==> config.mk <==
export PLATFORM = sky130hd
export DESIGN_NAME = pc_fetch_unit
export DESIGN_NICKNAME = d
export VERILOG_FILES = /design/src/rtl/pc_fetch_unit.sv
export SDC_FILE = /design/constraint.sdc
export NUM_CORES = 1
export LEC_CHECK = 0
export ABC_CLOCK_PERIOD_IN_PS = 11090
export BUFFER_PORTS_ARGS = -buffer_cell sky130_fd_sc_hd__buf_4
export CAP_MARGIN = 40
export CORE_MARGIN = 2
export CORE_UTILIZATION = 40
export CTS_CLUSTER_SIZE = 40
export DETAILED_ROUTE_END_ITERATION = 10
export PLACE_DENSITY = 0.66
export SLEW_MARGIN = 25
export SYNTH_ARGS = -nofsm -noshare
export SYNTH_HDL_FRONTEND = slang
export SYNTH_SLANG_ARGS = --single-unit
==> constraint.sdc <==
create_clock -name clk -period 11.09 [get_ports clk]
set_clock_uncertainty 0.15 [all_clocks]
set_input_delay 0.5545 -clock clk [delete_from_list [all_inputs] [get_ports clk]]
set_output_delay 0.5545 -clock clk [all_outputs]
set_load 0.005 [all_outputs]
==> src/rtl/pc_fetch_unit.sv <==
// Program-counter unit: holds the fetch address, handshakes it to instruction memory and
// applies stall, redirect, trap, halt/resume and misaligned-target handling. Optional trace: PC_TRACE_EN.
module pc_fetch_unit #(
   parameter int          ADDR_W     = 64,
   parameter int          INSN_BYTES = 4,
   parameter logic [63:0] RESET_VEC  = 64'h0,
   parameter logic [63:0] TRAP_VEC   = 64'h100,
   parameter int          CNT_W      = 32
) (
   input  logic              clk,
   input  logic              rst,
   output logic [ADDR_W-1:0] pc,
   output logic              pc_valid,
   input  logic              pc_ready,
   input  logic              redirect,
   input  logic [ADDR_W-1:0] redirect_target,
   input  logic              trap,
   input  logic              halt_req,
   input  logic              resume,
   output logic              halted,
   output logic              misalign_err,
   output logic [ADDR_W-1:0] bad_addr,
   output logic [CNT_W-1:0]  fetch_cnt
);

   typedef enum logic [1:0] {BOOT, RUN, HALT} state_t;

   localparam logic [ADDR_W-1:0] ALIGN_MASK = ADDR_W'(INSN_BYTES - 1);
   localparam logic [ADDR_W-1:0] STEP       = ADDR_W'(INSN_BYTES);
   localparam logic [ADDR_W-1:0] RESET_PC   = ADDR_W'(RESET_VEC);
   localparam logic [ADDR_W-1:0] TRAP_PC    = ADDR_W'(TRAP_VEC);

   state_t              state, state_nxt;
   logic [ADDR_W-1:0]   pc_nxt, bad_nxt;
   logic [CNT_W-1:0]    cnt_nxt;
   logic                err_nxt, acc, misaligned;

   // Next-state and next-PC selection; in BOOT every input is ignored.
   always_comb begin
      acc        = pc_valid & pc_ready;
      misaligned = redirect && ((redirect_target & ALIGN_MASK) != '0);
      state_nxt  = state;
      pc_nxt     = pc;
      bad_nxt    = bad_addr;
      err_nxt    = 1'b0;
      cnt_nxt    = fetch_cnt + CNT_W'(acc);
      unique case (state)
         BOOT: state_nxt = RUN;
         RUN, HALT: begin
            if (trap) begin
               pc_nxt = TRAP_PC;
            end else if (misaligned) begin
               pc_nxt  = TRAP_PC;
               bad_nxt = redirect_target;
               err_nxt = 1'b1;
            end else if (redirect) begin
               pc_nxt = redirect_target;
            end else if (acc) begin
               pc_nxt = pc + STEP;
            end
            // A trap always wins over halt while halted; in RUN a halt request wins.
            if (state == RUN) begin
               if (halt_req) state_nxt = HALT;
            end else if (trap || (resume && !halt_req)) begin
               state_nxt = RUN;
            end
         end
         default: state_nxt = BOOT;
      endcase
   end

   // All outputs are registered, including the state-derived handshake flags.
   always_ff @(posedge clk or posedge rst) begin
      if (rst) begin
         state        <= BOOT;
         pc           <= RESET_PC;
         pc_valid     <= 1'b0;
         halted       <= 1'b0;
         misalign_err <= 1'b0;
         bad_addr     <= '0;
         fetch_cnt    <= '0;
      end else begin
         state        <= state_nxt;
         pc           <= pc_nxt;
         pc_valid     <= (state_nxt == RUN);
         halted       <= (state_nxt == HALT);
         misalign_err <= err_nxt;
         bad_addr     <= bad_nxt;
         fetch_cnt    <= cnt_nxt;
      end
   end

`ifdef PC_TRACE_EN
   // Simulation trace of PC updates and state transitions.
   always @(posedge clk) begin
      if (!rst) begin
         if (pc_nxt != pc)
            $display("[PC] t=%0t pc %h -> %h %s", $time, pc, pc_nxt,
                     trap ? "TRAP" : misaligned ? "MIS" : redirect ? "BR" : "SEQ");
         if (state_nxt != state)
            $display("[PC] t=%0t state %s -> %s", $time, state.name(), state_nxt.name());
      end
   end
`else
   // Trace disabled: no simulation output.
`endif

endmodule

==> impl_metrics.tcl <==
set metrics [dict create \
    totalWireLength_um 24300 \
    syn-instance-count 795 \
    area.growth.synth_to_final_pct 32.9 \
    timing_worst_slew_pin_value_ns 0.806 \
    initial_utilization_pct 40.8 \
    route.antenna.remaining_nets 0 \
    synth.ff_latch_count 165 \
    power_per_cell_area_nw_per_um2 204 \
    die_h_um 148 \
    numCtsBuffers 17 \
    cp_cell_sequence "inv_1 > ha_1 > nor2b_1 > o21ai_2 > buf_4 > nor2_2 > buf_4 > nand4b_1 > o2bb2a_1 > nand2_1" \
    ys_seq_area_share_pct 50.1 \
    synthesis.area_um2 8250 \
    synth_fp_nets 872 \
    regToRegSetupSlack_ns 8.24 \
    htree_num_levels 4 \
    num_io_pins 234 \
    finalSetupViolCount 0 \
    std_cell_rows 52 \
    worst-r2r-cell-count 10 \
    r2r-end "pc[59]$_DFFE_PP0P_" \
    timing.final.ws_setup_ns 8.24 \
    cp_num_buf_inv 3 \
    cts_tree "yes" \
    first_pass_grt_wire_length_um 38600 \
    most_frequently_used_flop_master_after_synthesis "sky130_fd_sc_hd__dfrtp_1" \
    max-vdd-ir-drop_uv 111 \
    min_path_cells 3 \
    timing.rr.start "state[0]$_DFF_PP0_" \
    detailedRoute.firstIterationViolations 494 \
    cp.arrival_ns 3.07 \
    vias_per_cell 5.58 \
    post_route_cells_drive_above_1_share_pct 36.9 \
    layout.area.seq_um2 4130 \
    cts.sinks 165 \
    finalHoldViolations 0 \
    post_dp_cell_area_um2 10300 \
    yosys_cell_types 74 \
    setup_slack_after_placement_ns 8.15 \
    synth_edf_count 0 \
    startpoint_type "flip-flop" \
    layout_min_cycle_time_ns 2.85 \
    clk-insertion-delay-late_ns 0.43 \
    cts_resized 0 \
    die-area_um2 21800 \
    design_area_final_um2 11000 \
    fmax_mhz 351 \
    hold_path_end "pc[44]$_DFFE_PP0P_" \
    slowest_delay_ns 0.38 \
    multiInputGateArea_um2 3910 \
    crit_type "reg2reg" \
    grt_usage_pct 22.3 \
    gr-total-overflow 0 \
    slew_viol_final 0 \
    slew_headroom_pct 46.0 \
    design.final.nets 1096 \
    dr_pass1_iterations 5 \
    cts-root-buf "sky130_fd_sc_hd__clkbuf_16" \
    layout_worst_path_cycle_share_pct 25.7 \
    largest_net_degree_at_the_start_of_global_routing 66 \
    diodes 0 \
    critPathRequiredTime_ns 11.31 \
    rsz_0062_raised_after_global_routing "false" \
    cp_max_fo 25 \
    critical_path.slowest_cell "sky130_fd_sc_hd__ha_1" \
    run_status "completed" \
    timing.setup.tns_ns 0 \
    final.fill_count 1850 \
    postSynth.asyncResetShare_pct 100 \
    avgSynthCellArea_um2 10.4 \
    postCtsSetupBuffers 0 \
    setup.worst_path.end_class "flip-flop" \
    max-cap-violations 0 \
    fp.dieW_um 148 \
    ys_top_cells_by_count "sky130_fd_sc_hd__dfrtp_1, sky130_fd_sc_hd__nand2_1, sky130_fd_sc_hd__mux2_2, sky130_fd_sc_hd__o21ai_0, sky130_fd_sc_hd__nand3_1" \
    path_common_cell "sky130_fd_sc_hd__buf_4" \
    clockBufferDepth 2 \
    dpl.hpwl_um 17500 \
    cts.hold.buffers_added 1 \
    first_global_vias 7025 \
    critPathTopFamily "simple AND/OR/NAND/NOR gates" \
    clkTransAtPathRegs_ns 0.07 \
    synth_most_common_cell "sky130_fd_sc_hd__dfrtp_1" \
    core_area_um2 20200 \
    synth.area.top_cells "sky130_fd_sc_hd__dfrtp_1, sky130_fd_sc_hd__mux2_2, sky130_fd_sc_hd__o21ai_0" \
    grt_antenna_before_repair 0 \
    timing.hold.worst.class "in2reg" \
    number_of_vias_after_detailed_routing 7265 \
    wire_per_inst_um 18.7 \
    ys.warnings.count 0 \
    hold_path_startpoint "redirect_target[44]" \
    drc 0 \
    buffer_ports.inserted 233 \
    synth_largest_area_cell "sky130_fd_sc_hd__dfrtp_1" \
    static-leakage-power_nw 4.94 \
    gp_routability_congestion 0.853 \
    synth_top_area_share_pct 50.1 \
]
[cell type report]
| type | instances | area share [%] |
|---|---|---|
| flip-flops and latches | 165 | 37.7 |
| multi-input cells | 571 | 35.6 |
| repair buffers | 244 | 17.4 |
| clock buffers | 17 | 3.88 |
| well taps | 270 | 3.08 |
| clock inverters | 15 | 1.62 |
| inverters | 20 | 0.731 |
[report_power, final]
part / switching, mW / total (mW) / internal, mW
Sequential: 0.140 / 0.916 / 0.777
Combinational: 0.300 / 0.697 / 0.397
Clock: 0.262 / 0.617 / 0.356
Total: 0.701 / 2.23 / 1.53
[layer usage]
layer / up-vias / GRT usage (%) / share of wire (%)
li1: 3402 / - / -
met1: 3581 / 30.2 / 44
met2: 250 / 35.7 / 46
met3: 32 / 5.03 / 7.2
met4: 0 / 7.26 / 2.2
met5: - / 0 / 0
[cells in the final DEF, fill, tap and decap left out, types with 4 or more instances in the layout]
| cell type | count |
|---|---|
| sky130_fd_sc_hd__nor2_1 | 27 |
| sky130_fd_sc_hd__o211ai_1 | 9 |
| sky130_fd_sc_hd__o311ai_0 | 6 |
| sky130_fd_sc_hd__a31oi_1 | 13 |
| sky130_fd_sc_hd__a21oi_1 | 42 |
| sky130_fd_sc_hd__ha_1 | 6 |
| sky130_fd_sc_hd__nand2_1 | 70 |
| sky130_fd_sc_hd__a221o_1 | 6 |
| sky130_fd_sc_hd__inv_6 | 4 |
| sky130_fd_sc_hd__xor2_1 | 11 |
| sky130_fd_sc_hd__nor4_1 | 13 |
| sky130_fd_sc_hd__o31a_1 | 4 |
| sky130_fd_sc_hd__and4_1 | 10 |
| sky130_fd_sc_hd__mux2_2 | 64 |
| sky130_fd_sc_hd__inv_1 | 19 |
| sky130_fd_sc_hd__or2_2 | 4 |
| sky130_fd_sc_hd__nand4_1 | 26 |
| sky130_fd_sc_hd__clkbuf_16 | 17 |
| sky130_fd_sc_hd__nor3_2 | 4 |
| sky130_fd_sc_hd__and2_1 | 9 |
| sky130_fd_sc_hd__nand3_1 | 47 |
| sky130_fd_sc_hd__o22ai_1 | 4 |
| sky130_fd_sc_hd__xnor2_1 | 24 |
| sky130_fd_sc_hd__nor3_1 | 18 |
| sky130_fd_sc_hd__clkinv_2 | 4 |
| sky130_fd_sc_hd__and3_1 | 18 |
| sky130_fd_sc_hd__o21ai_0 | 63 |
| sky130_fd_sc_hd__a22oi_1 | 8 |
| sky130_fd_sc_hd__nand3_2 | 4 |
| sky130_fd_sc_hd__dfrtp_1 | 165 |
| sky130_fd_sc_hd__buf_4 | 238 |
[kinds of logic (layout without fill, tap and decap cells)]
kind of cell / Yosys count / after routing / synth area share [%]
multiplexers: 67 / 67 / 9.10
buffers and inverters: 59 / 296 / 2.96
AO/OA/AOI/OAI: 178 / 178 / 13.5
flip-flops: 165 / 165 / 50.1
XOR/XNOR: 35 / 35 / 3.72
AND/OR/NAND/NOR: 285 / 285 / 19.8
adder cells (fa/ha/maj): 6 / 6 / 0.910
[flip-flops by register name, summed over array words and instances (netlist names)]
register,cells
bad_addr,64
fetch_cnt,32
halted,1
misalign_err,1
pc,64
pc_valid,1
state,2
[how the worst max path moves through the flow]
stage                             startpoint                 endpoint  depth (start not counted)
after global routing      state[1]$_DFF_PP0_       pc[59]$_DFFE_PP0P_                         10
after detailed placement            redirect       pc[59]$_DFFE_PP0P_                          9
after CTS                 state[0]$_DFF_PP0_       pc[59]$_DFFE_PP0P_                         10
after floorplan                          rst  bad_addr[0]$_DFFE_PP0P_                          1
final                     state[0]$_DFF_PP0_       pc[59]$_DFFE_PP0P_                         10
after global placement              redirect       pc[59]$_DFFE_PP0P_                          7
[per-stage QoR]
stage	utilization, %	hold WS [ns]	power (mW)	cells
global placement	50.6	0.315	1.61	1264
detailed placement	51.1	0.319	1.63	1268
CTS	54.1	0.174	2.25	1301
global route	54.2	0.189	2.36	1302
floorplan	-	0.318	1.22	795
finish	54.2	0.182	2.23	1302
[worst register-to-register path, stage by stage, from the launching register on]
cell	delay (ns)
sky130_fd_sc_hd__dfrtp_1	0.37
sky130_fd_sc_hd__inv_1	0.06
sky130_fd_sc_hd__ha_1	0.38
sky130_fd_sc_hd__nor2b_1	0.33
sky130_fd_sc_hd__o21ai_2	0.10
sky130_fd_sc_hd__buf_4	0.23
sky130_fd_sc_hd__nor2_2	0.29
sky130_fd_sc_hd__buf_4	0.37
sky130_fd_sc_hd__nand4b_1	0.13
sky130_fd_sc_hd__o2bb2a_1	0.29
sky130_fd_sc_hd__nand2_1	0.06
Power figures use the tool's default switching activity.
